File: src/rtl/diffusion_push_engine_if.sv
// Memory-side bus of the diffusion push engine: graph read port and the
// scheduler-arbitrated score port.
interface diffusion_push_engine_if #(
    parameter int DATA_WIDTH = 32,
    parameter int ADDR_WIDTH = 13
);
    logic [ADDR_WIDTH-1:0] g_addr;
    logic                  g_rd_en;
    logic [DATA_WIDTH-1:0] g_rdata;
    logic                  s_req;
    logic                  s_gnt;
    logic [ADDR_WIDTH-1:0] s_addr;
    logic                  s_rd_en;
    logic                  s_we;
    logic [DATA_WIDTH-1:0] s_wdata;
    logic [DATA_WIDTH-1:0] s_rdata;

    modport master (
        output g_addr, g_rd_en, s_req, s_addr, s_rd_en, s_we, s_wdata,
        input  g_rdata, s_gnt, s_rdata
    );

    modport slave (
        input  g_addr, g_rd_en, s_req, s_addr, s_rd_en, s_we, s_wdata,
        output g_rdata, s_gnt, s_rdata
    );
endinterface

File: src/rtl/diffusion_push_engine.sv
// One diffusion step over a partition: each node's previous score divided by
// its degree is pushed onto the latest score of every neighbour.
module diffusion_push_engine #(
    parameter int DATA_WIDTH = 32,
    parameter int ADDR_WIDTH = 13,
    parameter int RD_LAT     = 1,
    parameter int MAX_STEPS  = 7,
    parameter bit SATURATE   = 1'b1
) (
    input  logic                    clk,
    input  logic                    rst_n,
    input  logic                    start,
    input  logic [DATA_WIDTH-1:0]   l_step,
    input  logic [ADDR_WIDTH-1:0]   node_offset,
    input  logic [ADDR_WIDTH-1:0]   node_num,
    output logic                    busy,
    output logic                    done,
    diffusion_push_engine_if.master mem
);
    localparam int CW = $clog2(DATA_WIDTH + 4);

    localparam logic [3:0] ST_IDLE     = 4'd0;
    localparam logic [3:0] ST_CHK      = 4'd1;
    localparam logic [3:0] ST_RD_PREV  = 4'd2;
    localparam logic [3:0] ST_RD_FIRST = 4'd3;
    localparam logic [3:0] ST_RD_LAST  = 4'd4;
    localparam logic [3:0] ST_DIV      = 4'd5;
    localparam logic [3:0] ST_RD_NEI   = 4'd6;
    localparam logic [3:0] ST_RD_NS    = 4'd7;
    localparam logic [3:0] ST_WR_NS    = 4'd8;
    localparam logic [3:0] ST_NEXT     = 4'd9;
    localparam logic [3:0] ST_FIN      = 4'd10;

    function automatic logic [DATA_WIDTH-1:0] sat_add(input logic [DATA_WIDTH-1:0] a,
                                                      input logic [DATA_WIDTH-1:0] b);
        logic [DATA_WIDTH:0] sum;
        sum = {1'b0, a} + {1'b0, b};
        if (SATURATE && sum[DATA_WIDTH]) begin
            sat_add = '1;
        end else begin
            sat_add = sum[DATA_WIDTH-1:0];
        end
    endfunction

    logic [3:0]            state_r;
    logic [DATA_WIDTH-1:0] l_step_r;
    logic [ADDR_WIDTH-1:0] node_offset_r;
    logic [ADDR_WIDTH-1:0] node_num_r;
    logic [ADDR_WIDTH-1:0] idx_r;
    logic [DATA_WIDTH-1:0] prev_r;
    logic [DATA_WIDTH-1:0] first_r;
    logic [DATA_WIDTH-1:0] last_r;
    logic [DATA_WIDTH-1:0] ptr_r;
    logic [DATA_WIDTH-1:0] quo_r;
    logic [DATA_WIDTH-1:0] rem_r;
    logic [DATA_WIDTH-1:0] div_r;
    logic [CW-1:0]         cnt_r;
    logic                  ph_r;
    logic                  busy_r;
    logic                  done_r;
    logic [ADDR_WIDTH-1:0] g_addr_r;
    logic                  g_rd_en_r;
    logic                  s_req_r;
    logic [ADDR_WIDTH-1:0] s_addr_r;
    logic [DATA_WIDTH-1:0] s_wdata_r;

    logic [DATA_WIDTH:0]   rem_sh_s;
    logic [DATA_WIDTH-1:0] rem_nx_s;
    logic [DATA_WIDTH-1:0] quo_nx_s;
    logic                  lat_done_s;
    logic                  s_ok_s;
    logic [ADDR_WIDTH-1:0] idx_nx_s;
    logic [ADDR_WIDTH-1:0] prev_cur_s;
    logic [ADDR_WIDTH-1:0] prev_nx_s;
    logic [ADDR_WIDTH-1:0] first_addr_s;
    logic [ADDR_WIDTH-1:0] last_addr_s;
    logic [ADDR_WIDTH-1:0] nei_addr_s;

    // ph_r=0: strobe pending; ph_r=1: counting the read latency after the strobe.
    assign lat_done_s   = ph_r && (cnt_r == CW'(RD_LAT - 1));
    assign s_ok_s       = s_req_r && mem.s_gnt && !ph_r;
    assign idx_nx_s     = idx_r + ADDR_WIDTH'(1);
    assign prev_cur_s   = ADDR_WIDTH'({node_offset_r + idx_r, l_step_r[0]});
    assign prev_nx_s    = ADDR_WIDTH'({node_offset_r + idx_nx_s, l_step_r[0]});
    assign first_addr_s = ADDR_WIDTH'({idx_r, 1'b0});
    assign last_addr_s  = ADDR_WIDTH'({idx_r, 1'b1});
    assign nei_addr_s   = ADDR_WIDTH'({mem.g_rdata, ~l_step_r[0]});

    // One restoring-division iteration per cycle.
    always_comb begin
        rem_sh_s = {rem_r, quo_r[DATA_WIDTH-1]};
        if (rem_sh_s >= {1'b0, div_r}) begin
            rem_nx_s = DATA_WIDTH'(rem_sh_s - {1'b0, div_r});
            quo_nx_s = {quo_r[DATA_WIDTH-2:0], 1'b1};
        end else begin
            rem_nx_s = rem_sh_s[DATA_WIDTH-1:0];
            quo_nx_s = {quo_r[DATA_WIDTH-2:0], 1'b0};
        end
    end

    // Step sequencer and all registered bus outputs.
    always_ff @(posedge clk or negedge rst_n) begin
        if (!rst_n) begin
            state_r       <= ST_IDLE;
            l_step_r      <= '0;
            node_offset_r <= '0;
            node_num_r    <= '0;
            idx_r         <= '0;
            prev_r        <= '0;
            first_r       <= '0;
            last_r        <= '0;
            ptr_r         <= '0;
            quo_r         <= '0;
            rem_r         <= '0;
            div_r         <= '0;
            cnt_r         <= '0;
            ph_r          <= 1'b0;
            busy_r        <= 1'b0;
            done_r        <= 1'b0;
            g_addr_r      <= '0;
            g_rd_en_r     <= 1'b0;
            s_req_r       <= 1'b0;
            s_addr_r      <= '0;
            s_wdata_r     <= '0;
        end else begin
            done_r <= 1'b0;
            case (state_r)
                ST_IDLE: begin
                    if (start) begin
                        l_step_r      <= l_step;
                        node_offset_r <= node_offset;
                        node_num_r    <= node_num;
                        idx_r         <= '0;
                        busy_r        <= 1'b1;
                        state_r       <= ST_CHK;
                    end
                end
                ST_CHK: begin
                    if (l_step_r >= DATA_WIDTH'(MAX_STEPS) || node_num_r == '0) begin
                        done_r  <= 1'b1;
                        state_r <= ST_FIN;
                    end else begin
                        s_addr_r <= prev_cur_s;
                        s_req_r  <= 1'b1;
                        ph_r     <= 1'b0;
                        state_r  <= ST_RD_PREV;
                    end
                end
                ST_RD_PREV: begin
                    if (!ph_r) begin
                        if (s_ok_s) begin
                            ph_r  <= 1'b1;
                            cnt_r <= '0;
                        end
                    end else if (lat_done_s) begin
                        prev_r    <= mem.s_rdata;
                        s_req_r   <= 1'b0;
                        g_addr_r  <= first_addr_s;
                        g_rd_en_r <= 1'b1;
                        ph_r      <= 1'b0;
                        state_r   <= ST_RD_FIRST;
                    end else begin
                        cnt_r <= cnt_r + CW'(1);
                    end
                end
                ST_RD_FIRST: begin
                    if (!ph_r) begin
                        g_rd_en_r <= 1'b0;
                        ph_r      <= 1'b1;
                        cnt_r     <= '0;
                    end else if (lat_done_s) begin
                        first_r   <= mem.g_rdata;
                        g_addr_r  <= last_addr_s;
                        g_rd_en_r <= 1'b1;
                        ph_r      <= 1'b0;
                        state_r   <= ST_RD_LAST;
                    end else begin
                        cnt_r <= cnt_r + CW'(1);
                    end
                end
                ST_RD_LAST: begin
                    if (!ph_r) begin
                        g_rd_en_r <= 1'b0;
                        ph_r      <= 1'b1;
                        cnt_r     <= '0;
                    end else if (lat_done_s) begin
                        last_r <= mem.g_rdata;
                        ph_r   <= 1'b0;
                        // last < first marks a node without neighbours.
                        if (mem.g_rdata < first_r) begin
                            state_r <= ST_NEXT;
                        end else begin
                            div_r   <= mem.g_rdata - first_r + DATA_WIDTH'(1);
                            rem_r   <= '0;
                            quo_r   <= prev_r;
                            cnt_r   <= '0;
                            state_r <= ST_DIV;
                        end
                    end else begin
                        cnt_r <= cnt_r + CW'(1);
                    end
                end
                ST_DIV: begin
                    rem_r <= rem_nx_s;
                    quo_r <= quo_nx_s;
                    if (cnt_r == CW'(DATA_WIDTH - 1)) begin
                        ptr_r     <= first_r;
                        g_addr_r  <= ADDR_WIDTH'(first_r);
                        g_rd_en_r <= 1'b1;
                        ph_r      <= 1'b0;
                        state_r   <= ST_RD_NEI;
                    end else begin
                        cnt_r <= cnt_r + CW'(1);
                    end
                end
                ST_RD_NEI: begin
                    if (!ph_r) begin
                        g_rd_en_r <= 1'b0;
                        ph_r      <= 1'b1;
                        cnt_r     <= '0;
                    end else if (lat_done_s) begin
                        s_addr_r <= nei_addr_s;
                        s_req_r  <= 1'b1;
                        ph_r     <= 1'b0;
                        state_r  <= ST_RD_NS;
                    end else begin
                        cnt_r <= cnt_r + CW'(1);
                    end
                end
                ST_RD_NS: begin
                    if (!ph_r) begin
                        if (s_ok_s) begin
                            ph_r  <= 1'b1;
                            cnt_r <= '0;
                        end
                    end else if (lat_done_s) begin
                        s_wdata_r <= sat_add(mem.s_rdata, quo_r);
                        s_req_r   <= 1'b0;
                        ph_r      <= 1'b0;
                        state_r   <= ST_WR_NS;
                    end else begin
                        cnt_r <= cnt_r + CW'(1);
                    end
                end
                ST_WR_NS: begin
                    // First cycle keeps s_req low so the scheduler sees a gap after the read.
                    if (!s_req_r) begin
                        s_req_r <= 1'b1;
                    end else if (mem.s_gnt) begin
                        s_req_r <= 1'b0;
                        if (ptr_r == last_r) begin
                            state_r <= ST_NEXT;
                        end else begin
                            ptr_r     <= ptr_r + DATA_WIDTH'(1);
                            g_addr_r  <= ADDR_WIDTH'(ptr_r + DATA_WIDTH'(1));
                            g_rd_en_r <= 1'b1;
                            ph_r      <= 1'b0;
                            state_r   <= ST_RD_NEI;
                        end
                    end
                end
                ST_NEXT: begin
                    if (idx_nx_s == node_num_r) begin
                        done_r  <= 1'b1;
                        state_r <= ST_FIN;
                    end else begin
                        idx_r    <= idx_nx_s;
                        s_addr_r <= prev_nx_s;
                        s_req_r  <= 1'b1;
                        ph_r     <= 1'b0;
                        state_r  <= ST_RD_PREV;
                    end
                end
                ST_FIN: begin
                    busy_r  <= 1'b0;
                    state_r <= ST_IDLE;
                end
                default: begin
                    busy_r    <= 1'b0;
                    s_req_r   <= 1'b0;
                    g_rd_en_r <= 1'b0;
                    state_r   <= ST_IDLE;
                end
            endcase
        end
    end

    assign busy        = busy_r;
    assign done        = done_r;
    assign mem.g_addr  = g_addr_r;
    assign mem.g_rd_en = g_rd_en_r;
    assign mem.s_req   = s_req_r;
    assign mem.s_addr  = s_addr_r;
    assign mem.s_wdata = s_wdata_r;
    // Strobes need the grant of the current cycle, so they are qualified here.
    assign mem.s_rd_en = s_ok_s && (state_r == ST_RD_PREV || state_r == ST_RD_NS);
    assign mem.s_we    = s_ok_s && (state_r == ST_WR_NS);
endmodule

File: src/flat_wrapper.sv
// flat-port wrapper written by rule: the top's interface ports become plain ports
module diffusion_push_engine_flat 
#(
    parameter int DATA_WIDTH = 32,
    parameter int ADDR_WIDTH = 13,
    parameter int RD_LAT     = 1,
    parameter int MAX_STEPS  = 7,
    parameter bit SATURATE   = 1'b1
)
  (clk, rst_n, start, l_step, node_offset, node_num, busy, done, mem_g_addr, mem_g_rd_en, mem_s_req, mem_s_addr, mem_s_rd_en, mem_s_we, mem_s_wdata, mem_g_rdata, mem_s_gnt, mem_s_rdata);
  diffusion_push_engine_if #(.DATA_WIDTH(DATA_WIDTH), .ADDR_WIDTH(ADDR_WIDTH)) mem_i ();
  input  logic clk;
  input  logic rst_n;
  input  logic start;
  input  logic [DATA_WIDTH-1:0] l_step;
  input  logic [ADDR_WIDTH-1:0] node_offset;
  input  logic [ADDR_WIDTH-1:0] node_num;
  output logic busy;
  output logic done;
  output wire logic [$bits(mem_i.g_addr)-1:0] mem_g_addr;
  output wire logic [$bits(mem_i.g_rd_en)-1:0] mem_g_rd_en;
  output wire logic [$bits(mem_i.s_req)-1:0] mem_s_req;
  output wire logic [$bits(mem_i.s_addr)-1:0] mem_s_addr;
  output wire logic [$bits(mem_i.s_rd_en)-1:0] mem_s_rd_en;
  output wire logic [$bits(mem_i.s_we)-1:0] mem_s_we;
  output wire logic [$bits(mem_i.s_wdata)-1:0] mem_s_wdata;
  input wire logic [$bits(mem_i.g_rdata)-1:0] mem_g_rdata;
  input wire logic [$bits(mem_i.s_gnt)-1:0] mem_s_gnt;
  input wire logic [$bits(mem_i.s_rdata)-1:0] mem_s_rdata;
  assign mem_g_addr = mem_i.g_addr;
  assign mem_g_rd_en = mem_i.g_rd_en;
  assign mem_s_req = mem_i.s_req;
  assign mem_s_addr = mem_i.s_addr;
  assign mem_s_rd_en = mem_i.s_rd_en;
  assign mem_s_we = mem_i.s_we;
  assign mem_s_wdata = mem_i.s_wdata;
  assign mem_i.g_rdata = mem_g_rdata;
  assign mem_i.s_gnt = mem_s_gnt;
  assign mem_i.s_rdata = mem_s_rdata;
  diffusion_push_engine #(.DATA_WIDTH(DATA_WIDTH), .ADDR_WIDTH(ADDR_WIDTH), .RD_LAT(RD_LAT), .MAX_STEPS(MAX_STEPS), .SATURATE(SATURATE)) u_core (.clk(clk), .rst_n(rst_n), .start(start), .l_step(l_step), .node_offset(node_offset), .node_num(node_num), .busy(busy), .done(done), .mem(mem_i));
endmodule
File: config.mk
export PLATFORM = sky130hd
export DESIGN_NAME = diffusion_push_engine_flat
export DESIGN_NICKNAME = d
export VERILOG_FILES = /design/src/rtl/diffusion_push_engine_if.sv /design/src/rtl/diffusion_push_engine.sv /design/src/flat_wrapper.sv
export SDC_FILE = /design/constraint.sdc
export NUM_CORES = 1
export LEC_CHECK = 0
export CORE_ASPECT_RATIO = 0.9
export CORE_UTILIZATION = 45
export CTS_BUF_LIST = sky130_fd_sc_hd__clkbuf_16
export DETAILED_ROUTE_END_ITERATION = 10
export SLEW_MARGIN = 20
export SYNTH_ARGS = -nofsm -noshare
export SYNTH_HDL_FRONTEND = slang
export SYNTH_SLANG_ARGS = --single-unit
File: constraint.sdc
create_clock -name clk -period 4.68 [get_ports clk]
set_input_delay 0.702 -clock clk [delete_from_list [all_inputs] [get_ports clk]]
set_output_delay 0.702 -clock clk [all_outputs]
set_load 0.05 [all_outputs]
After elaboration in Yosys (flattened, before gate mapping)
Index checks and enable logic that the tools add are counted.
{"block": "word_totals", "register_bits": 367, "in_bits": 126, "output_inout_bits": 64, "word_cells": 212}
{"block": "op_classes", "n_addsub": 9, "order_cmp": 3, "n_eq_ne": 37, "mux": 95, "bitwise": 5, "n_reduce_logical": 42}
{"op": "$mux 32", "count": 12}
{"op": "$pmux 32 s2", "count": 3}
{"op": "$mux 13", "count": 14}
{"op": "$mux 4", "count": 18}
{"op": "$add 32x1->32 const B", "count": 2}
{"op": "$sub 32x32->32", "count": 2}
{"op": "$pmux 13 s4", "count": 1}
{"op": "$mux 6", "count": 8}
{"op": "$pmux 4 s10", "count": 1}
{"op": "$pmux 13 s3", "count": 1}
{"op": "$add 32x32->33", "count": 1}
{"op": "$ge 33x32->1", "count": 1}
{"op": "$eq 32x32->1", "count": 1}
{"op": "$ge 32x3->1 const B", "count": 1}
{"op": "$lt 32x32->1", "count": 1}
{"op": "$mux 1", "count": 30}
{"op": "$ne 2x1->1 const B", "count": 14}
{"op": "$pmux 13 s2", "count": 1}
{"op": "$add 12x12->12", "count": 2}
{"op": "$pmux 6 s4", "count": 1}
{"op": "$reduce_and 7->1", "count": 3}
{"op": "$pmux 1 s6", "count": 3}
{"op": "$eq 4x3->1 const B", "count": 4}
{"op": "$ne 2x2->1 const B", "count": 8}
{"op": "other kinds (31)", "count": 58}

Longest topological paths before layout
Gate-level depths: netlist (run 1).
{"block": "depth", "word_depth": 5, "depth_mapped": 21, "ltp_nobuf": 19}

Worst setup path after synthesis (run 1)
OpenSTA, ideal clock, no wires.
{"block": "synth_timing", "path_kind": "input -> register", "start": "in mem_s_rdata[0]", "end": "reg u_core.s_wdata_r[14], in the netlist u_core.mem.s_wdata[14]", "setup_ps": 122, "t_arrival_ps": 3562, "t_required_ps": 4558, "slack_ps": 996, "path_stages": 14, "n_path_buf": 2, "path_cell_list": "ha_1 fa_1 a211o_1 a2111oi_2 o31ai_2 o221a_1 o21ai_2 a31oi_1 a221o_1 a21oi_2 o21a_1 buf_6 buf_12 a21oi_2"}
{"block": "synth_between", "elab_chain_len": 2}
{"element": "from (decl)", "line_no": "flat_wrapper.sv:29", "rtl": "input wire logic [$bits(mem_i.s_rdata)-1:0] mem_s_rdata;"}
{"element": "$add 32x32->33", "line_no": "diffusion_push_engine.sv:37", "rtl": "sum = {1'b0, a} + {1'b0, b};"}
{"element": "$mux 32", "line_no": "diffusion_push_engine.sv:38", "rtl": "if (SATURATE && sum[DATA_WIDTH]) begin"}
{"element": "to (signal assigned)", "line_no": "diffusion_push_engine.sv:237", "rtl": "s_wdata_r <= sat_add(mem.s_rdata, quo_r);"}
{"element": "to (decl)", "line_no": "diffusion_push_engine.sv:65", "rtl": "logic [DATA_WIDTH-1:0] s_wdata_r;"}
No other way between the ends.
A chain may end at the register's enable or synchronous reset.

Worst setup path after layout (run 1)
{"block": "layout_timing", "start": "reg u_core.state_r[3]", "end": "reg u_core.s_addr_r[11], in the netlist u_core.mem.s_addr[11]"}
{"block": "layout_between", "elab_chain_len": 3, "elab_cells_between_ends": 10, "classes_between": "eq/ne (7); mux (1); reduce/logical (2)"}
{"element": "from (decl)", "line_no": "diffusion_push_engine.sv:45", "rtl": "logic [3:0] state_r;"}
{"element": "from (signal assigned)", "line_no": "diffusion_push_engine.sv:104", "rtl": "state_r <= ST_IDLE;"}
{"element": "from (signal assigned)", "line_no": "diffusion_push_engine.sv:135", "rtl": "state_r <= ST_CHK;"}
{"element": "from (signal assigned)", "line_no": "diffusion_push_engine.sv:141", "rtl": "state_r <= ST_FIN;"}
{"element": "$eq 4x4->1, or another cell as far along", "line_no": "diffusion_push_engine.sv:127", "rtl": "case (state_r)"}
{"element": "$ne 2x2->1 (no source line), or another cell as far along"}
{"element": "$reduce_and 5->1 (no source line)"}
{"element": "to (signal assigned)", "line_no": "diffusion_push_engine.sv:143", "rtl": "s_addr_r <= prev_cur_s;"}
{"element": "to (signal assigned)", "line_no": "diffusion_push_engine.sv:222", "rtl": "s_addr_r <= nei_addr_s;"}
{"element": "to (signal assigned)", "line_no": "diffusion_push_engine.sv:268", "rtl": "s_addr_r <= prev_nx_s;"}
{"element": "to (decl)", "line_no": "diffusion_push_engine.sv:64", "rtl": "logic [ADDR_WIDTH-1:0] s_addr_r;"}
Parallel ways exist; a longest one is shown, timed or not.

==> results of run 1 <==
[per-layer routing]
layer / track usage / wire length, um / part of all wire
met5: 0 / 9 / 0.00015
met4: 0.0750 / 1650 / 0.027
met3: 0.0381 / 3120 / 0.051
met2: 0.364 / 27100 / 0.44
met1: 0.343 / 29300 / 0.48
[report_power, final]
part	leakage [nW]	total (mW)	switching, mW	internal, mW
combinational	6.64	11.2	6.46	4.72
sequential	4.46	5.92	1.28	4.64
clock	0.692	3.22	1.35	1.88
total	11.8	20.3	9.08	11.2
[area by class of cell]
| class | count | area, um2 |
|---|---|---|
| Fill cell | 4541 | 22800 |
| Inverter | 123 | 462 |
| Multi-Input combinational cell | 1839 | 12800 |
| Tap cell | 671 | 840 |
| Timing Repair Buffer | 229 | 2240 |
| Clock inverter | 31 | 241 |
| Sequential cell | 367 | 9180 |
| Clock buffer | 43 | 1080 |
[cells in the final DEF, fill, tap and decap left out, types with 27 or more instances in the layout]
cell,netlist,final
sky130_fd_sc_hd__nor2_1,170,168
sky130_fd_sc_hd__dfrtp_1,367,367
sky130_fd_sc_hd__clkbuf_16,0,43
sky130_fd_sc_hd__xnor2_1,68,68
sky130_fd_sc_hd__mux2_2,147,147
sky130_fd_sc_hd__nand3_1,46,44
sky130_fd_sc_hd__a21oi_1,186,186
sky130_fd_sc_hd__clkdlybuf4s50_1,0,187
sky130_fd_sc_hd__nand2_1,237,237
sky130_fd_sc_hd__a21o_1,49,49
sky130_fd_sc_hd__o21ai_0,221,221
sky130_fd_sc_hd__inv_1,122,135
sky130_fd_sc_hd__nor3_1,37,36
sky130_fd_sc_hd__ha_1,144,144
sky130_fd_sc_hd__xor2_1,86,86
sky130_fd_sc_hd__buf_4,0,37
sky130_fd_sc_hd__nand2b_1,36,35
sky130_fd_sc_hd__and3_1,27,27
sky130_fd_sc_hd__mux2i_1,36,36
[state kept, by name, indices dropped and copies added, names as in the netlist, 4 cells and up]
| signal | cells |
|---|---|
| u_core.cnt_r | 6 |
| u_core.div_r | 32 |
| u_core.first_r | 32 |
| u_core.idx_r | 13 |
| u_core.l_step_r | 32 |
| u_core.last_r | 32 |
| u_core.mem.g_addr | 13 |
| u_core.mem.s_addr | 13 |
| u_core.mem.s_wdata | 32 |
| u_core.node_num_r | 13 |
| u_core.node_offset_r | 12 |
| u_core.prev_r | 32 |
| u_core.ptr_r | 32 |
| u_core.quo_r | 32 |
| u_core.rem_r | 32 |
| u_core.state_r | 4 |
[through the flow]
step	power [mW]	util	cell area [um2]	hold slack (ns)
global placement	16.8	0.515	25500	0.466
detailed placement	17.0	0.515	25500	0.469
CTS	20.4	0.541	26800	0.287
finish	20.3	0.541	26800	0.265
floorplan	14.0	-	22900	0.406
global route	21.9	0.541	26800	0.338
[worst paths after layout]
check                                   endpoint  slack [ns]  cells after the start
min reg2reg                     u_core.div_r[29]        0.48                      2
max reg2reg                u_core.mem.s_addr[11]        0.67                     19
max                        u_core.mem.s_addr[11]        0.67                     19
max in group asynchronous       u_core.quo_r[10]        3.29                      2
min                             u_core.rem_r[24]        0.27                      1
min in group clk                u_core.div_r[29]        0.48                      2
[kinds of logic (layout without fill, tap and decap cells)]
kind of cell | count (synthesis) | after routing | share of synthesized area
adder cells (fa/ha/maj) | 163 | 163 | 0.0954
flip-flops | 367 | 367 | 0.402
multiplexers | 183 | 183 | 0.0881
AO/OA/AOI/OAI | 672 | 672 | 0.180
buffers and inverters | 236 | 426 | 0.0413
XOR/XNOR | 154 | 154 | 0.0590
AND/OR/NAND/NOR | 667 | 667 | 0.135
[worst max-delay path: stages, from the launching register on]
cell and delay (ns):
sky130_fd_sc_hd__dfrtp_1 0.38, sky130_fd_sc_hd__inv_1 0.16, sky130_fd_sc_hd__nor2_1 0.14, sky130_fd_sc_hd__nand2b_1 0.13, sky130_fd_sc_hd__clkinv_1 0.28, sky130_fd_sc_hd__ha_1 0.38, sky130_fd_sc_hd__inv_1 0.06, sky130_fd_sc_hd__ha_1 0.15
sky130_fd_sc_hd__inv_1 0.05, sky130_fd_sc_hd__fa_1 0.38, sky130_fd_sc_hd__nor2b_1 0.16, sky130_fd_sc_hd__o21ai_0 0.12, sky130_fd_sc_hd__a21oi_1 0.22, sky130_fd_sc_hd__o21ai_0 0.12, sky130_fd_sc_hd__a21oi_1 0.25, sky130_fd_sc_hd__o211ai_1 0.15
sky130_fd_sc_hd__a2111oi_0 0.46, sky130_fd_sc_hd__a31oi_1 0.08, sky130_fd_sc_hd__a21oi_1 0.16, sky130_fd_sc_hd__a21o_1 0.11
==> impl_summary.txt, run 1 <==
----------------------------------------------------
[Critical path]
  Worst r2r src ... u_core.state_r[3]
  CP max FO ... 10
  CP endpoint kind ... register
  Worst path arrival time ... ~4.5 ns
  Critical Setup Path Class ... register to register
  Timing startpoint of the critical path ... u_core.state_r[3]
  Endpoint required time on the critical path ... 5.18 ns
  CP startpoint kind ... register

[STA]
  Time the worst path needs with I/O delays and setup ... 4.01 ns
  Worst-case headroom to the max-slew limit ... 0.360
  Final setup violation count ... 0
  Actual slew at the worst max-slew pin ... 0.960 ns
  Unrepaired setup endpoints after global routing ... false
  Final clock skew ... 0.0225 ns
  Number of pins exceeding their max-slew limit in the final report ... 0
  Final worst setup slack ... approximately 0.67 ns
  Setup TNS ... 0 ns
  Period Utilization, post-route ... 0.856
  Final-report hold violation count ... 0
  Upper clock frequency limit ... 250 MHz

[Clock network]
  Clock tree from TritonCTS ... yes
  Clock buffers created by TritonCTS ... 42
  Number of gates resized after cts ... 0
  Buffer count from post-CTS setup fixing ... 0
  Max clock buf depth ... 3
  Number of buffers inserted for hold repair after clock tree synthesis ... 0
  Total number of clock tree sinks ... 367
  Total number of H-tree levels ... 2
  Post-CTS clock slew at the launch and capture registers of the worst setup and hold paths ... 0.06 ns
  Skew-Pair Late Insertion Delay ... 0.57 ns
  Clk Tree Root Cell ... sky130_fd_sc_hd__clkbuf_16

[Yosys]
  Average cell area after synthesis ... 9.36 um2
  Count of different cell masters after synthesis ... 70
  Commonest register cell after synthesis ... sky130_fd_sc_hd__dfrtp_1
  Proportion of synthesized chip area in sequential cells ... 0.402
  Net count after synthesis ... 2731
  Flip-flop and latch count after synthesis ... between 300 and 400
  Most repeated cell in the gate-level netlist after synthesis ... sky130_fd_sc_hd__dfrtp_1
  Count of mapped cells out of synthesis ... 2442
  Total number of yosys warnings ... 0
  Area share of the leading cell type in the synthesized netlist ... 0.402
  Most area-consuming cells after synthesis ... sky130_fd_sc_hd__dfrtp_1, sky130_fd_sc_hd__ha_1, sky130_fd_sc_hd__mux2_2, sky130_fd_sc_hd__o21ai_0, sky130_fd_sc_hd__a21oi_1
  Synthesized area ... 22900 um2
  List of most frequent post-synthesis cells ... sky130_fd_sc_hd__dfrtp_1, sky130_fd_sc_hd__nand2_1, sky130_fd_sc_hd__o21ai_0, sky130_fd_sc_hd__a21oi_1, sky130_fd_sc_hd__nor2_1
  Most area-hungry cell type in the Yosys netlist ... sky130_fd_sc_hd__dfrtp_1
  Fraction of registers with async set or reset after synthesis ... 1.00
  Post-synth EDFFs ... 0

[Floorplanning]
  Placement row count ... 77
  Initial standard-cell utilization of the core ... 0.461
  Overall die height ... 216 um
  Boundary Pins ... 190
  Full die area ... 51700 um2
  Horizontal extent of the die ... 240 um
  Placeable core area ... 49600 um2

[Route]
  Average via count per standard cell ... 5.56
  Count of antenna-violating nets left after detailed routing ... 0
  WL/cell ... 18.5 um
  Number of detailed-routing iterations run before antenna repair ... 5
  Vias ... 18400
  Number of remaining DRC errors ... 0
  Number of violations reported at the end of detailed-routing iteration 0 ... 1236
  Total wire length ... 61200 um

[Power]
  Leakage dissipation ... ~12 nW
  Power density normalized to cell area ... 757 nW/um2
  Worst vdd rail ir drop ... 0.418 mV

[GRT]
  Pin count of the biggest net entering global routing ... 114
  Aggregate global-route resource usage ... 0.238
  Total congestion overflow after global routing ... 0
  Antenna violations before repair ... 1
  Vias in the first global route ... 18100
  Wire length of the first global-routing pass ... 98200 um

[Status]
  Result of the run ... finished clean

[Place]
  Last weighted congestion value of the routability-driven placer ... 0.876
  Number of port buffers ... around 190
  DP HPWL ... 45100 um
  Number of instances in the placed design ... 3229
  Worst slack at placement ... 0.144 ns

[Layout]
  Number of nets in the final layout ... around 2900
  Final antenna diode count ... 0
  Final cell count without fillers ... between 3000 and 4000
  Share of cells above drive strength 1 ... 0.111
  Area overhead of the layout relative to synthesis ... 17.4%

[Min path]
  Class of the tightest hold or removal check ... input pin to async pin

[Run]
  Max capacitance violation total ... 0

----------------------------------------------------
Note: power is estimated with default switching activity, not from simulation.
==> inputs of run 2 (changes only) <==
Settings changed: SETUP_SLACK_MARGIN set to 0.3, SLEW_MARGIN 20 to not set.
Clock period 4.68 ns to 4.52 ns, I/O delays scaled along.
==> run 2 against run 1 <==
Effect of this change:
- clock skew decreased by 0.0015 ns
- count of clock-buffer cells in the layout is 1 higher
- via count increased by 0.27%
==> impl_summary.txt, run 2 (synthesized netlist as in run 1, its figures left out) <==
----------------------------------------------------
[STA]
  Time the worst path needs with I/O delays and setup ... 3.91 ns
  Upper clock frequency limit ... 256 MHz
  Final-report hold violation count ... 0
  Worst-case headroom to the max-slew limit ... 0.379
  Final setup violation count ... 0
  Period Utilization, post-route ... 0.866
  Unrepaired setup endpoints after global routing ... false
  Final clock skew ... 0.0210 ns
  Setup TNS ... 0 ns
  Actual slew at the worst max-slew pin ... approximately 0.93 ns
  Number of pins exceeding their max-slew limit in the final report ... 0

[Floorplanning]
  Full die area ... slightly above 50000 um2
  Overall die height ... 216 um
  Boundary Pins ... 190
  Initial standard-cell utilization of the core ... 0.461
  Placement row count ... 77
  Placeable core area ... 49600 um2
  Horizontal extent of the die ... approximately 240 um

[Clock network]
  Post-CTS clock slew at the launch and capture registers of the worst setup and hold paths ... 0.06 ns
  Skew-Pair Late Insertion Delay ... 0.57 ns
  Max clock buf depth ... 3
  Clk Tree Root Cell ... sky130_fd_sc_hd__clkbuf_16
  Clock buffers created by TritonCTS ... 43
  Number of buffers inserted for hold repair after clock tree synthesis ... 0
  Total number of H-tree levels ... 2
  Clock tree from TritonCTS ... yes
  Total number of clock tree sinks ... between 300 and 400

[Critical path]
  Critical Setup Path Class ... input pin to register
  Depth of the most critical reg-to-reg path ... 13
  Largest stage delay on the critical path ... 0.44 ns
  CP startpoint kind ... input pin
  Buffer and inverter count on the worst path ... 2
  Worst path arrival time ... approximately 4.4 ns
  Reg2Reg Setup Slack ... 0.74 ns
  Endpoint of the worst register-to-register path ... u_core.mem.s_wdata[29]
  Worst r2r src ... u_core.quo_r[0]
  Category of cells accounting for the largest share of critical-path delay ... compound AO/OA/AOI/OAI gates
  CP cell instances ... clkdlybuf4s50_1, ha_1, fa_1, a211o_1, a2111oi_2, o31ai_2, o221a_1, o21ai_2, a31oi_1, a221o_1, a21oi_2, o21a_1, buf_12, a21oi_2
  CP endpoint kind ... register
  Highest-delay cell along the critical path ... sky130_fd_sc_hd__clkdlybuf4s50_1
  Cell mode on critical path ... sky130_fd_sc_hd__a21oi_2
  CP max FO ... 16
  Endpoint required time on the critical path ... 4.96 ns

[Route]
  Average via count per standard cell ... 5.56
  Number of violations reported at the end of detailed-routing iteration 0 ... 1406
  Vias ... 18400
  Total wire length ... 60600 um
  WL/cell ... 18.3 um
  Number of remaining DRC errors ... 0
  Number of detailed-routing iterations run before antenna repair ... 6
  Count of antenna-violating nets left after detailed routing ... 0

[GRT]
  Vias in the first global route ... ~18000
  Aggregate global-route resource usage ... 0.236
  Wire length of the first global-routing pass ... slightly below 100000 um
  Antenna violations before repair ... 1
  Pin count of the biggest net entering global routing ... 105
  Total congestion overflow after global routing ... 0

[Place]
  Number of port buffers ... roughly 190
  Number of instances in the placed design ... 3230
  DP HPWL ... between 40000 and 50000 um
  Last weighted congestion value of the routability-driven placer ... 0.865

[Power]
  Worst vdd rail ir drop ... around 0.5 mV
  Power density normalized to cell area ... a little under 800 nW/um2
  Leakage dissipation ... around 12 nW

[Layout]
  Filler Cell Count ... 4482
  Area of the multi-input gates ... 12800 um2
  Share of cells above drive strength 1 ... 0.116
  Highest-count cells in the layout ignoring fill and taps ... sky130_fd_sc_hd__dfrtp_1, sky130_fd_sc_hd__nand2_1, sky130_fd_sc_hd__o21ai_0, sky130_fd_sc_hd__clkdlybuf4s50_1, sky130_fd_sc_hd__a21oi_1
  Most common cell after layout, fill and taps aside ... sky130_fd_sc_hd__dfrtp_1
  Final cell count without fillers ... 3312
  Area overhead of the layout relative to synthesis ... 18.3%
  Area of all sequential standard cells ... slightly above 9000 um2
  Number of nets in the final layout ... 2894

[Status]
  Result of the run ... finished clean

[Run]
  Max capacitance violation total ... 0

[Min path]
  Class of the tightest hold or removal check ... input pin to async pin

----------------------------------------------------
==> run 2: changes by cell type in the layout (fill, tap and decap cells not counted), moves of 2 or more <==
cell,change
sky130_fd_sc_hd__buf_12,+4
sky130_fd_sc_hd__clkinv_2,+8
sky130_fd_sc_hd__bufinv_16,+2
sky130_fd_sc_hd__clkinv_1,+2
sky130_fd_sc_hd__buf_4,-2
sky130_fd_sc_hd__clkinv_4,+2
sky130_fd_sc_hd__inv_1,-9
==> run 2: what timing repair did <==
action	4_1_cts	5_1_grt
resized for setup	0	3
hold endpoints to repair	0	0
buffers inserted	0	1
setup endpoints to repair	0	1
==> run 2: worst max-delay path by stage <==
| stage | cells past startpoint | startpoint | endpoint |
|---|---|---|---|
| after CTS | 14 | mem_s_rdata[0] | u_core.mem.s_wdata[29] |
| after global placement | 14 | mem_s_rdata[0] | u_core.mem.s_wdata[14] |
| after global routing | 14 | mem_s_rdata[0] | u_core.mem.s_wdata[26] |
| after detailed placement | 14 | mem_s_rdata[0] | u_core.mem.s_wdata[14] |
| after floorplan | 14 | mem_s_rdata[0] | u_core.mem.s_wdata[14] |
| final | 14 | mem_s_rdata[0] | u_core.mem.s_wdata[29] |
==> run 2: worst reg2reg max path, stage by stage, from the launching register on <==
cell and delay, ns:
sky130_fd_sc_hd__dfrtp_1 0.43, sky130_fd_sc_hd__ha_1 0.24, sky130_fd_sc_hd__fa_1 0.43, sky130_fd_sc_hd__a211o_1 0.31, sky130_fd_sc_hd__a2111oi_2 0.38, sky130_fd_sc_hd__o31ai_2 0.16
sky130_fd_sc_hd__o221a_1 0.30, sky130_fd_sc_hd__o21ai_2 0.16, sky130_fd_sc_hd__a31oi_1 0.13, sky130_fd_sc_hd__a221o_1 0.43, sky130_fd_sc_hd__a21oi_2 0.18, sky130_fd_sc_hd__o21a_1 0.24
sky130_fd_sc_hd__buf_12 0.20, sky130_fd_sc_hd__a21oi_2 0.07
==> run 2: report_power, final <==
group | leakage, nW | internal (mW) | total, mW | switching [mW]
clock | 0.735 | 2.12 | 3.57 | 1.45
sequential | 4.46 | 4.81 | 6.14 | 1.33
combinational | 6.66 | 4.92 | 11.6 | 6.64
total | 11.9 | 11.8 | 21.3 | 9.42
==> run 2: per-stage QoR <==
step | util | area, um2 | setup WS, ns | total power, mW | hold WS (ns)
6_report | 0.545 | 27000 | 0.606 | 21.3 | 0.165
5_1_grt | 0.545 | 27000 | 0.428 | 22.9 | 0.223
4_1_cts | 0.545 | 27000 | 0.635 | 21.3 | 0.192
3_5_place_dp | 0.516 | 25600 | 0.0366 | 17.7 | 0.471
3_3_place_gp | 0.516 | 25600 | 0.0710 | 17.4 | 0.466
2_1_floorplan | - | 22900 | 0.860 | 14.5 | 0.382
==> run 2: cell type report <==
class / instances / share of cell area
Tap cell: 671 / 0.0310
Clock inverter: 36 / 0.0125
Antenna cell: 1 / 0.0000925
Multi-Input combinational cell: 1839 / 0.473
Timing Repair Buffer: 231 / 0.0854
Clock buffer: 44 / 0.0407
Inverter: 123 / 0.0172
Sequential cell: 367 / 0.340
==> run 2: routing by layer <==
layer  routed length [um]  global-route usage  vias to the layer above
met4                 1340              0.0654                        0
met1                28900               0.341                     8853
met5                    0                   0                        -
met3                 3530              0.0409                       80
met2                26800               0.361                      489
li1                     -                   -                     9005
==> inputs of run 3 (changes only) <==
--- a/config.mk
+++ b/config.mk
@@ -7,6 +7,9 @@
 export LEC_CHECK = 0
+export CELL_PAD_IN_SITES_DETAIL_PLACEMENT = 1
+export CELL_PAD_IN_SITES_GLOBAL_PLACEMENT = 2
 export CORE_ASPECT_RATIO = 0.9
-export CORE_UTILIZATION = 45
+export CORE_UTILIZATION = 38
 export CTS_BUF_LIST = sky130_fd_sc_hd__clkbuf_16
 export DETAILED_ROUTE_END_ITERATION = 10
+export PLACE_DENSITY_LB_ADDON = 0.1
 export SETUP_SLACK_MARGIN = 0.3
--- a/constraint.sdc
+++ b/constraint.sdc
@@ -3,2 +3,2 @@
 set_output_delay 0.678 -clock clk [all_outputs]
-set_load 0.05 [all_outputs]
+set_load 0.005 [all_outputs]
==> run 3 against run 2 <==
Effect of this change:
- the run now ends with DRC left
- critical path depth unchanged
- critical endpoint is now u_core.mem.s_wdata[3]
- setup slack better by 0.018 ns
- sequential share of layout area shrank 0.069 points
- highest routed layer is now met5
- clock skew fell by 0.0020 ns
==> impl_summary.txt, run 3 (synthesized netlist as in run 1, its figures left out) <==
----------------------------------------------------
[STA]
  Worst-case headroom to the max-slew limit ... 0.177
  Final-report hold violation count ... 0
  Unrepaired setup endpoints after global routing ... false
  WHS ... 0.173 ns
  Final clock skew ... 0.0190 ns
  Number of pins exceeding their max-slew limit in the final report ... 0
  Actual slew at the worst max-slew pin ... 1.23 ns
  Final setup violation count ... 0
  Time the worst path needs with I/O delays and setup ... 3.90 ns
  Setup TNS ... 0 ns
  Period Utilization, post-route ... 0.862
  Upper clock frequency limit ... 257 MHz

[Clock network]
  Total number of H-tree levels ... 2
  Skew-Pair Late Insertion Delay ... a little under 0.6 ns
  Clock tree from TritonCTS ... yes
  Max clock buf depth ... 3
  Clock buffers created by TritonCTS ... 44
  Total number of clock tree sinks ... 367
  Post-CTS clock slew at the launch and capture registers of the worst setup and hold paths ... about 0.060 ns
  Clk Tree Root Cell ... sky130_fd_sc_hd__clkbuf_16

[Route]
  Vias ... 18800
  Number of detailed-routing iterations run before antenna repair ... 8
  Total wire length ... around 70000 um
  Number of violations reported at the end of detailed-routing iteration 0 ... 909
  Average via count per standard cell ... 5.49
  Count of antenna-violating nets left after detailed routing ... 0
  WL/cell ... 20.4 um
  Number of remaining DRC errors ... 32

[GRT]
  Antenna violations before repair ... 3
  Vias in the first global route ... 19800
  Total congestion overflow after global routing ... 0
  Wire length of the first global-routing pass ... 113000 um
  Pin count of the biggest net entering global routing ... 100
  Aggregate global-route resource usage ... 0.232

[Min path]
  Class of the tightest hold or removal check ... input pin to async pin

[Power]
  Leakage dissipation ... around 12 nW
  Power density normalized to cell area ... ~760 nW/um2
  Worst vdd rail ir drop ... between 0.2 and 0.3 mV

[Floorplanning]
  Placeable core area ... 59000 um2
  Initial standard-cell utilization of the core ... 0.388
  Placement row count ... 84
  Full die area ... slightly above 60000 um2
  Boundary Pins ... 190
  Overall die height ... 235 um
  Horizontal extent of the die ... 261 um

[Layout]
  Most common cell after layout, fill and taps aside ... sky130_fd_sc_hd__dfrtp_1
  Share of cells above drive strength 1 ... 0.115
  Number of nets in the final layout ... 2903
  Highest-count cells in the layout ignoring fill and taps ... sky130_fd_sc_hd__dfrtp_1, sky130_fd_sc_hd__nand2_1, sky130_fd_sc_hd__o21ai_0, sky130_fd_sc_hd__clkdlybuf4s50_1, sky130_fd_sc_hd__a21oi_1
  Filler Cell Count ... 6686
  Area overhead of the layout relative to synthesis ... 18.5%
  Area of the multi-input gates ... 12800 um2
  Area of all sequential standard cells ... 9180 um2

[Place]
  DP HPWL ... 52200 um
  Last weighted congestion value of the routability-driven placer ... 0.828
  Number of port buffers ... 188

[Critical path]
  Worst path arrival time ... 4.34 ns
  Endpoint required time on the critical path ... 4.97 ns
  Reg2Reg Setup Slack ... ~0.80 ns
  Critical Setup Path Class ... input pin to register
  CP max FO ... 11
  CP endpoint kind ... register
  CP startpoint kind ... input pin

[Run]
  Max capacitance violation total ... 0

[Status]
  Violations in the final reports ... DRC
  Result of the run ... finished with violations

----------------------------------------------------
==> run 3: changes by cell type in the layout (fill, tap and decap cells not counted), sizes merged <==
| cell | previous run | this run |
|---|---|---|
| clkinvlp | 1 | 2 |
| inv | 127 | 134 |
| clkinv | 25 | 18 |
| buf | 44 | 52 |
| diode | 1 | 2 |
| bufinv | 6 | 1 |
| clkbuf | 44 | 46 |
==> run 3: path summary, 6_finish.rpt <==
path | from | endpoint | depth (start not counted)
max in group asynchronous | rst_n | u_core.l_step_r[13] | 2
min | rst_n | u_core.rem_r[22] | 1
min in group clk | u_core.div_r[7] | u_core.div_r[7] | 2
min reg2reg | u_core.div_r[7] | u_core.div_r[7] | 2
max | mem_s_rdata[0] | u_core.mem.s_wdata[3] | 14
max reg2reg | u_core.quo_r[0] | u_core.mem.s_wdata[3] | 13
==> run 3: stage by stage <==
| stage | area (um2) | setup slack, ns | util | power, mW | cells |
|---|---|---|---|---|---|
| global route | 27100 | 0.344 | 0.460 | 22.3 | 3421 |
| CTS | 27100 | 0.539 | 0.459 | 20.7 | 3418 |
| global placement | 25700 | 0.0973 | 0.437 | 16.8 | 3340 |
| detailed placement | 25700 | 0.0516 | 0.437 | 17.2 | 3340 |
| finish | 27100 | 0.624 | 0.460 | 20.5 | 3422 |
| floorplan | 22900 | 0.860 | - | 13.6 | 2442 |
==> run 3: layout make-up <==
| cell class | count | share of cell area |
|---|---|---|
| Antenna cell | 2 | 0.000185 |
| Clock buffer | 46 | 0.0425 |
| Clock inverter | 32 | 0.00633 |
| Inverter | 123 | 0.0172 |
| Multi-Input combinational cell | 1839 | 0.473 |
| Sequential cell | 367 | 0.339 |
| Tap cell | 774 | 0.0357 |
| Timing Repair Buffer | 239 | 0.0865 |
==> run 3: routing by layer <==
metal,part of all wire,GRT usage,vias up
met5,0.00019,0,-
met1,0.49,0.338,9404
met4,0.020,0.0556,2
met3,0.037,0.0341,77
met2,0.45,0.359,270
li1,-,-,9024
==> run 3: critical path: stages <==
cell and delay, ns:
sky130_fd_sc_hd__clkdlybuf4s50_1 0.44, sky130_fd_sc_hd__ha_1 0.25, sky130_fd_sc_hd__fa_1 0.42, sky130_fd_sc_hd__a211o_1 0.32
sky130_fd_sc_hd__a2111oi_2 0.39, sky130_fd_sc_hd__o31ai_2 0.15, sky130_fd_sc_hd__o221a_1 0.30, sky130_fd_sc_hd__o21ai_2 0.16
sky130_fd_sc_hd__a31oi_1 0.12, sky130_fd_sc_hd__a221o_1 0.41, sky130_fd_sc_hd__a21oi_2 0.18, sky130_fd_sc_hd__o21a_1 0.20
sky130_fd_sc_hd__buf_4 0.23, sky130_fd_sc_hd__a21oi_1 0.08
==> run 3: report_power, final <==
group          leakage, nW  internal [mW]  switching [mW]
clock network        0.695           1.88            1.45
registers             4.46           4.81            1.36
logic                 6.69           4.95            6.03
total                 11.8           11.6            8.85
==> run 3: timing repair <==
action,in CTS,in global routing
hold buffers,0,0
endpoints found under the setup margin,0,2
gates resized for setup,0,3
setup buffers,0,2
